File: src/rtl/regfile_mp_if.sv
// Bus bundle for the multi-ported register file: write/alloc/flush requests
// in, bypassed read data, busy flags and the overflow flag out.
interface regfile_mp_if #(
  parameter int unsigned DATA_W = 32,
  parameter int unsigned NREG   = 32,
  parameter int unsigned NWR    = 2,
  parameter int unsigned NRD    = 4,
  parameter int unsigned ADDR_W = (NREG > 1) ? $clog2(NREG) : 1
);
  logic [NWR-1:0]        we;
  logic [NWR*ADDR_W-1:0] waddr;
  logic [NWR*DATA_W-1:0] wdata;
  logic [NWR-1:0]        alloc;
  logic [NWR*ADDR_W-1:0] alloc_addr;
  logic                  flush;
  logic [NRD*ADDR_W-1:0] raddr;
  logic [NRD*DATA_W-1:0] rdata;
  logic [NRD-1:0]        rbusy;
  logic                  ovf;

  modport master (
    output we, waddr, wdata, alloc, alloc_addr, flush, raddr,
    input  rdata, rbusy, ovf
  );

  modport slave (
    input  we, waddr, wdata, alloc, alloc_addr, flush, raddr,
    output rdata, rbusy, ovf
  );
endinterface

File: src/rtl/regfile_mp.sv
// Multi-ported register file with write bypass and per-register pending-writer
// counters (scoreboard) that report busy registers and a sticky overflow.
module regfile_mp #(
  parameter int unsigned DATA_W = 32,
  parameter int unsigned NREG   = 32,
  parameter int unsigned NWR    = 2,
  parameter int unsigned NRD    = 4,
  parameter int unsigned CNT_W  = 2
) (
  input logic         clk,
  input logic         areset,
  regfile_mp_if.slave bus
);
  localparam int unsigned ADDR_W  = (NREG > 1) ? $clog2(NREG) : 1;
  localparam int unsigned CNT_MAX = (1 << CNT_W) - 1;

  logic [DATA_W-1:0] mem_q [NREG];
  logic [CNT_W-1:0]  cnt_q [NREG];
  logic [CNT_W-1:0]  cnt_d [NREG];
  logic [CNT_W-1:0]  rem   [NREG];
  logic              ovf_q, ovf_d;

  // Register 0 never counts allocs, so its count (and rem) stays zero.
  always_comb begin
    int unsigned a_n, d_n, c, nxt;
    a_n   = 0;
    d_n   = 0;
    c     = 0;
    nxt   = 0;
    ovf_d = ovf_q;
    for (int r = 0; r < NREG; r++) begin
      a_n = 0;
      d_n = 0;
      for (int k = 0; k < NWR; k++) begin
        if (r != 0 && bus.alloc[k] && bus.alloc_addr[k*ADDR_W +: ADDR_W] == ADDR_W'(r)) begin
          a_n = a_n + 1;
        end
        if (bus.we[k] && bus.waddr[k*ADDR_W +: ADDR_W] == ADDR_W'(r)) begin
          d_n = d_n + 1;
        end
      end
      c      = 32'(cnt_q[r]);
      c      = c - ((d_n < c) ? d_n : c);
      rem[r] = CNT_W'(c);
      nxt    = bus.flush ? a_n : c + a_n;
      if (nxt > CNT_MAX) begin
        nxt   = CNT_MAX;
        ovf_d = 1'b1;
      end
      cnt_d[r] = CNT_W'(nxt);
    end
  end

  // Storage shares the reset process only so reset-edge writes are dropped;
  // the array itself is intentionally never cleared.
  always_ff @(posedge clk or posedge areset) begin
    if (areset) begin
      for (int r = 0; r < NREG; r++) cnt_q[r] <= '0;
      ovf_q <= 1'b0;
    end else begin
      for (int r = 0; r < NREG; r++) cnt_q[r] <= cnt_d[r];
      ovf_q <= ovf_d;
      for (int k = 0; k < NWR; k++) begin
        if (bus.we[k] && bus.waddr[k*ADDR_W +: ADDR_W] != '0 &&
            32'(bus.waddr[k*ADDR_W +: ADDR_W]) < NREG) begin
          mem_q[bus.waddr[k*ADDR_W +: ADDR_W]] <= bus.wdata[k*DATA_W +: DATA_W];
        end
      end
    end
  end

  always_comb begin
    logic [ADDR_W-1:0] ra;
    ra        = '0;
    bus.rdata = '0;
    bus.rbusy = '0;
    for (int i = 0; i < NRD; i++) begin
      ra = bus.raddr[i*ADDR_W +: ADDR_W];
      if (!areset && ra != '0 && 32'(ra) < NREG) begin
        bus.rdata[i*DATA_W +: DATA_W] = mem_q[ra];
        // Ascending scan lets the highest matching port win.
        for (int k = 0; k < NWR; k++) begin
          if (bus.we[k] && bus.waddr[k*ADDR_W +: ADDR_W] == ra) begin
            bus.rdata[i*DATA_W +: DATA_W] = bus.wdata[k*DATA_W +: DATA_W];
          end
        end
        bus.rbusy[i] = (rem[ra] != '0);
      end
    end
  end

  assign bus.ovf = ovf_q;
endmodule

File: src/flat_wrapper.sv
// flat-port wrapper written by rule: the top's interface ports become plain ports
module regfile_mp_flat 
#(
  parameter int unsigned DATA_W = 32,
  parameter int unsigned NREG   = 32,
  parameter int unsigned NWR    = 2,
  parameter int unsigned NRD    = 4,
  parameter int unsigned CNT_W  = 2
)
  (clk, areset, bus_we, bus_waddr, bus_wdata, bus_alloc, bus_alloc_addr, bus_flush, bus_raddr, bus_rdata, bus_rbusy, bus_ovf);
  regfile_mp_if #(.DATA_W(DATA_W), .NREG(NREG), .NWR(NWR), .NRD(NRD), .ADDR_W((5))) bus_i ();
  input logic clk;
  input logic areset;
  input wire logic [$bits(bus_i.we)-1:0] bus_we;
  input wire logic [$bits(bus_i.waddr)-1:0] bus_waddr;
  input wire logic [$bits(bus_i.wdata)-1:0] bus_wdata;
  input wire logic [$bits(bus_i.alloc)-1:0] bus_alloc;
  input wire logic [$bits(bus_i.alloc_addr)-1:0] bus_alloc_addr;
  input wire logic [$bits(bus_i.flush)-1:0] bus_flush;
  input wire logic [$bits(bus_i.raddr)-1:0] bus_raddr;
  output wire logic [$bits(bus_i.rdata)-1:0] bus_rdata;
  output wire logic [$bits(bus_i.rbusy)-1:0] bus_rbusy;
  output wire logic [$bits(bus_i.ovf)-1:0] bus_ovf;
  assign bus_i.we = bus_we;
  assign bus_i.waddr = bus_waddr;
  assign bus_i.wdata = bus_wdata;
  assign bus_i.alloc = bus_alloc;
  assign bus_i.alloc_addr = bus_alloc_addr;
  assign bus_i.flush = bus_flush;
  assign bus_i.raddr = bus_raddr;
  assign bus_rdata = bus_i.rdata;
  assign bus_rbusy = bus_i.rbusy;
  assign bus_ovf = bus_i.ovf;
  regfile_mp #(.DATA_W(DATA_W), .NREG(NREG), .NWR(NWR), .NRD(NRD), .CNT_W(CNT_W)) u_core (.clk(clk), .areset(areset), .bus(bus_i));
endmodule
File: config.mk
export PLATFORM = sky130hd
export DESIGN_NAME = regfile_mp_flat
export DESIGN_NICKNAME = d
export VERILOG_FILES = /design/src/rtl/regfile_mp_if.sv /design/src/rtl/regfile_mp.sv /design/src/flat_wrapper.sv
export SDC_FILE = /design/constraint.sdc
export NUM_CORES = 2
export LEC_CHECK = 0
export CAP_MARGIN = 25
export CORE_AREA = 3 3 456 458
export DETAILED_ROUTE_END_ITERATION = 16
export DIE_AREA = 0 0 459 461
export SYNTH_ARGS = -nofsm -noshare
export SYNTH_HDL_FRONTEND = slang
export SYNTH_SLANG_ARGS = --single-unit
export TNS_END_PERCENT = 100
File: constraint.sdc
create_clock -name clk -period 6.55 [get_ports clk]
set_input_delay 1.31 -clock clk [delete_from_list [all_inputs] [get_ports clk]]
set_output_delay 1.31 -clock clk [all_outputs]
set_load 0.01 [all_outputs]
==> metrics.csv <==
stage;metric;value;unit
timing;finalCritPeriodShare;0.980;
layout;drive_above_1_share;0.439;
setup_path;required;5.24;ns
yosys;synth_largest_area_cell;edfxtp_1;
global_route;grt_pass1_vias;67800;
clocking;cts_root_buf;clkbuf_16;
clocking;h-tree-depth;4;
placement;dp.final_hpwl;228000;um
global_route;grt_max_degree;109;
yosys;seq_area_frac_synth;0.352;
clocking;insertion_delay;0.83;ns
setup_path;rr_startpoint;u_core.cnt_q[61];
route;vias;69200;
setup_path;r2r-end;u_core.bus.ovf;
clocking;cts_tree;yes;
die;die-area;0.212;mm^2
setup_path;crit_fanout;5;
yosys;ys.flop_type;edfxtp_1;
route;drtPass1Iterations;7;
yosys;ys_seq_elements;1089;
timing;setup_viol;0;
yosys;synth_warnings;0;
timing;tns;0;ns
hold_path;hp-class;reg -> reg;
power_and_ir_drop;max-vdd-ir-drop;0.282;mV
global_route;antenna_found_initial;16;
die;die_y;461;um
setup_path;start_kind;input pin;
route;routed_wirelength;376000;um
setup_path;ff2ff_setup_slack;2.14;ns
layout;area_delta_synth_final;13.2;%
clocking;clock_path_buffers;3;
clocking;path_clk_slew;0.05;ns
timing;tightest_slew;1.17;ns
route;remaining_drc_errors;0;
placement;gp_congestion;0.919;
job;drv_cap;0;
die;io_pins;244;
setup_path;setup.worst_path.class;in -> out;
timing;hold_slack;0.525;ns
power_and_ir_drop;p_leak;0.0361;uW
route;via_per_inst;7.32;
power_and_ir_drop;cellPowerDensity;188;mW/mm^2
yosys;avgSynthCellArea;14.0;um^2
setup_path;reg2regPathDepth;19;
timing;finClkSkew;0.0264;ns
yosys;ys_top_cells_by_area;edfxtp_1 33%, mux4_2 29%, mux2_2 11%, ha_1 5.1%, mux2i_1 1.8%;
setup_path;startpoint;bus_waddr[9];
clocking;cts_buffers;135;
die;start_util;0.450;
setup_path;worstSetupEndpointType;primary output;
clocking;cts_sinks;1089;
timing;drv_slew;0;
layout;final_nets;7167;
global_route;grt_overflow;0;
global_route;grt_pass1_wl;524000;um
die;die_w;459;um
layout;final_util;0.509;
layout;mostFrequentLayoutCell;mux4_2;
yosys;yosysTopAreaCellShare;0.335;
placement;port_buffers;243;
yosys;synthArstFlopShare;0.0597;
die;num_rows;166;
timing;period_minus_slack;6.42;ns
timing;fmax;156;MHz
timing;rsz0062_at_grt;no;
setup_path;cp-endpoint;bus_rbusy[2];
layout;final_cell_mix;1189 x mux4_2, 1024 x edfxtp_1, 897 x mux2_2;
yosys;synth-edff-count;1024;
run_status;status;complete, no violations;
timing;max-slew-margin-rel;0.220;
timing;hold_viol;0;
hold_path;holdPathStages;1;
yosys;syn_inst;6567;
route;drt_iter0_markers;11100;
route;wl_per_cell;39.8;um
setup_path;critPathArrivalTime;5.11;ns
die;core-area;0.204;mm^2
global_route;track_usage;0.352;
yosys;syn_area;0.0919;mm^2
yosys;synth_cell_types;70;
route;ant_nets;0;
==> area by class of cell <==
type	instances	area, um^2
multi-input cells	4300	54900
inverters	378	1420
well taps	2688	3360
repair buffers	743	7570
clock inverters	79	748
diodes	17	42.5
flip-flops and latches	1089	32400
fillers	17400	100000
clock buffers	162	3590
==> how the worst min path moves through the flow <==
| stage | from | end | slack [ns] |
|---|---|---|---|
| after floorplan | u_core.bus.ovf | u_core.bus.ovf | 0.50 |
| after detailed placement | u_core.bus.ovf | u_core.bus.ovf | 0.50 |
| after global routing | u_core.bus.ovf | u_core.bus.ovf | 0.54 |
| after CTS | u_core.bus.ovf | u_core.bus.ovf | 0.52 |
| final | u_core.bus.ovf | u_core.bus.ovf | 0.52 |
| after global placement | u_core.bus.ovf | u_core.bus.ovf | 0.50 |
==> cells by family after synthesis <==
group	after synthesis	synth area share
other	1	0.0000408
multiplexers	2319	0.428
flip-flops	1089	0.352
AND/OR/NAND/NOR	822	0.0434
XOR/XNOR	40	0.00381
AO/OA/AOI/OAI	678	0.0550
buffers and inverters	1209	0.0599
adder cells (fa/ha/maj)	409	0.0582
==> worst max-delay path, stage by stage <==
cell	delay, ns
clkdlybuf4s15_2	0.22
buf_6	0.15
or3b_4	0.39
buf_4	0.15
nor2_2	0.12
ha_2	0.19
ha_1	0.22
nor2_1	0.11
o22a_1	0.13
ha_1	0.14
inv_1	0.05
ha_1	0.29
nand2b_4	0.17
mux4_2	0.47
mux4_2	0.52
nor2_2	0.12
a211oi_2	0.05
buf_4	0.18
clkbuf_2	0.12
==> metrics by stage <==
step | instances | cell area [um^2] | power [uW] | setup WS, ns
2_1_floorplan | 6598 | 92000 | 10600 | -0.599
3_3_place_gp | 9184 | 99200 | 12000 | -0.653
3_5_place_dp | 9193 | 99400 | 12000 | -0.705
4_1_cts | 9435 | 104000 | 19600 | 0.0148
5_1_grt | 9445 | 104000 | 20100 | 0.00251
6_report | 9456 | 104000 | 19600 | 0.129
==> repair_timing <==
action                                  CTS  global route
hold buffers                              0             0
cloned                                    1             0
buffers inserted                          1             0
endpoints found under the setup margin    4             4
resized for setup                        64            25
pin swaps                                 6             5
==> flip-flops by register name, summed over array words and instances, names as in the netlist <==
register	count
u_core.cnt_q	64
u_core.mem_q	1024
u_core.bus.ovf	1
==> cell usage after synthesis (all sizes together) (8+ instances only) <==
| master | n |
|---|---|
| mux4 | 1189 |
| edfxtp | 1024 |
| mux2 | 964 |
| clkbuf | 431 |
| buf | 400 |
| ha | 378 |
| inv | 278 |
| nor2 | 242 |
| nand2 | 237 |
| mux2i | 166 |
| o221ai | 160 |
| a21oi | 129 |
| a22oi | 126 |
| clkinv | 100 |
| nand2b | 77 |
| nand3 | 72 |
| dfrtp | 65 |
| o21ai | 61 |
| nor3 | 59 |
| a211oi | 40 |
| o22ai | 36 |
| o22a | 32 |
| a21o | 31 |
| fa | 31 |
| a211o | 30 |
| nor4b | 26 |
| xor2 | 26 |
| nor2b | 25 |
| o211ai | 24 |
| xnor2 | 14 |
| nand4 | 11 |
| nor4 | 10 |
| or3 | 10 |
| nand3b | 9 |
| or4 | 9 |
| nand4b | 8 |
==> routing by layer <==
| layer | wire (um) | share of wire | up-vias | global-route usage |
|---|---|---|---|---|
| met1 | 134000 | 0.36 | 35600 | 0.458 |
| met4 | 25400 | 0.068 | 4 | 0.204 |
| met3 | 51300 | 0.14 | 1257 | 0.106 |
| met2 | 165000 | 0.44 | 5677 | 0.523 |
| met5 | 50 | 0.00013 | - | 0 |
| li1 | - | - | 26700 | - |
==> power breakdown <==
part / internal, uW / switching (uW)
Sequential: 7760 / 117
Clock: 4260 / 3350
Combinational: 1890 / 2200
Total: 13900 / 5670
Power figures use the tool's default switching activity.
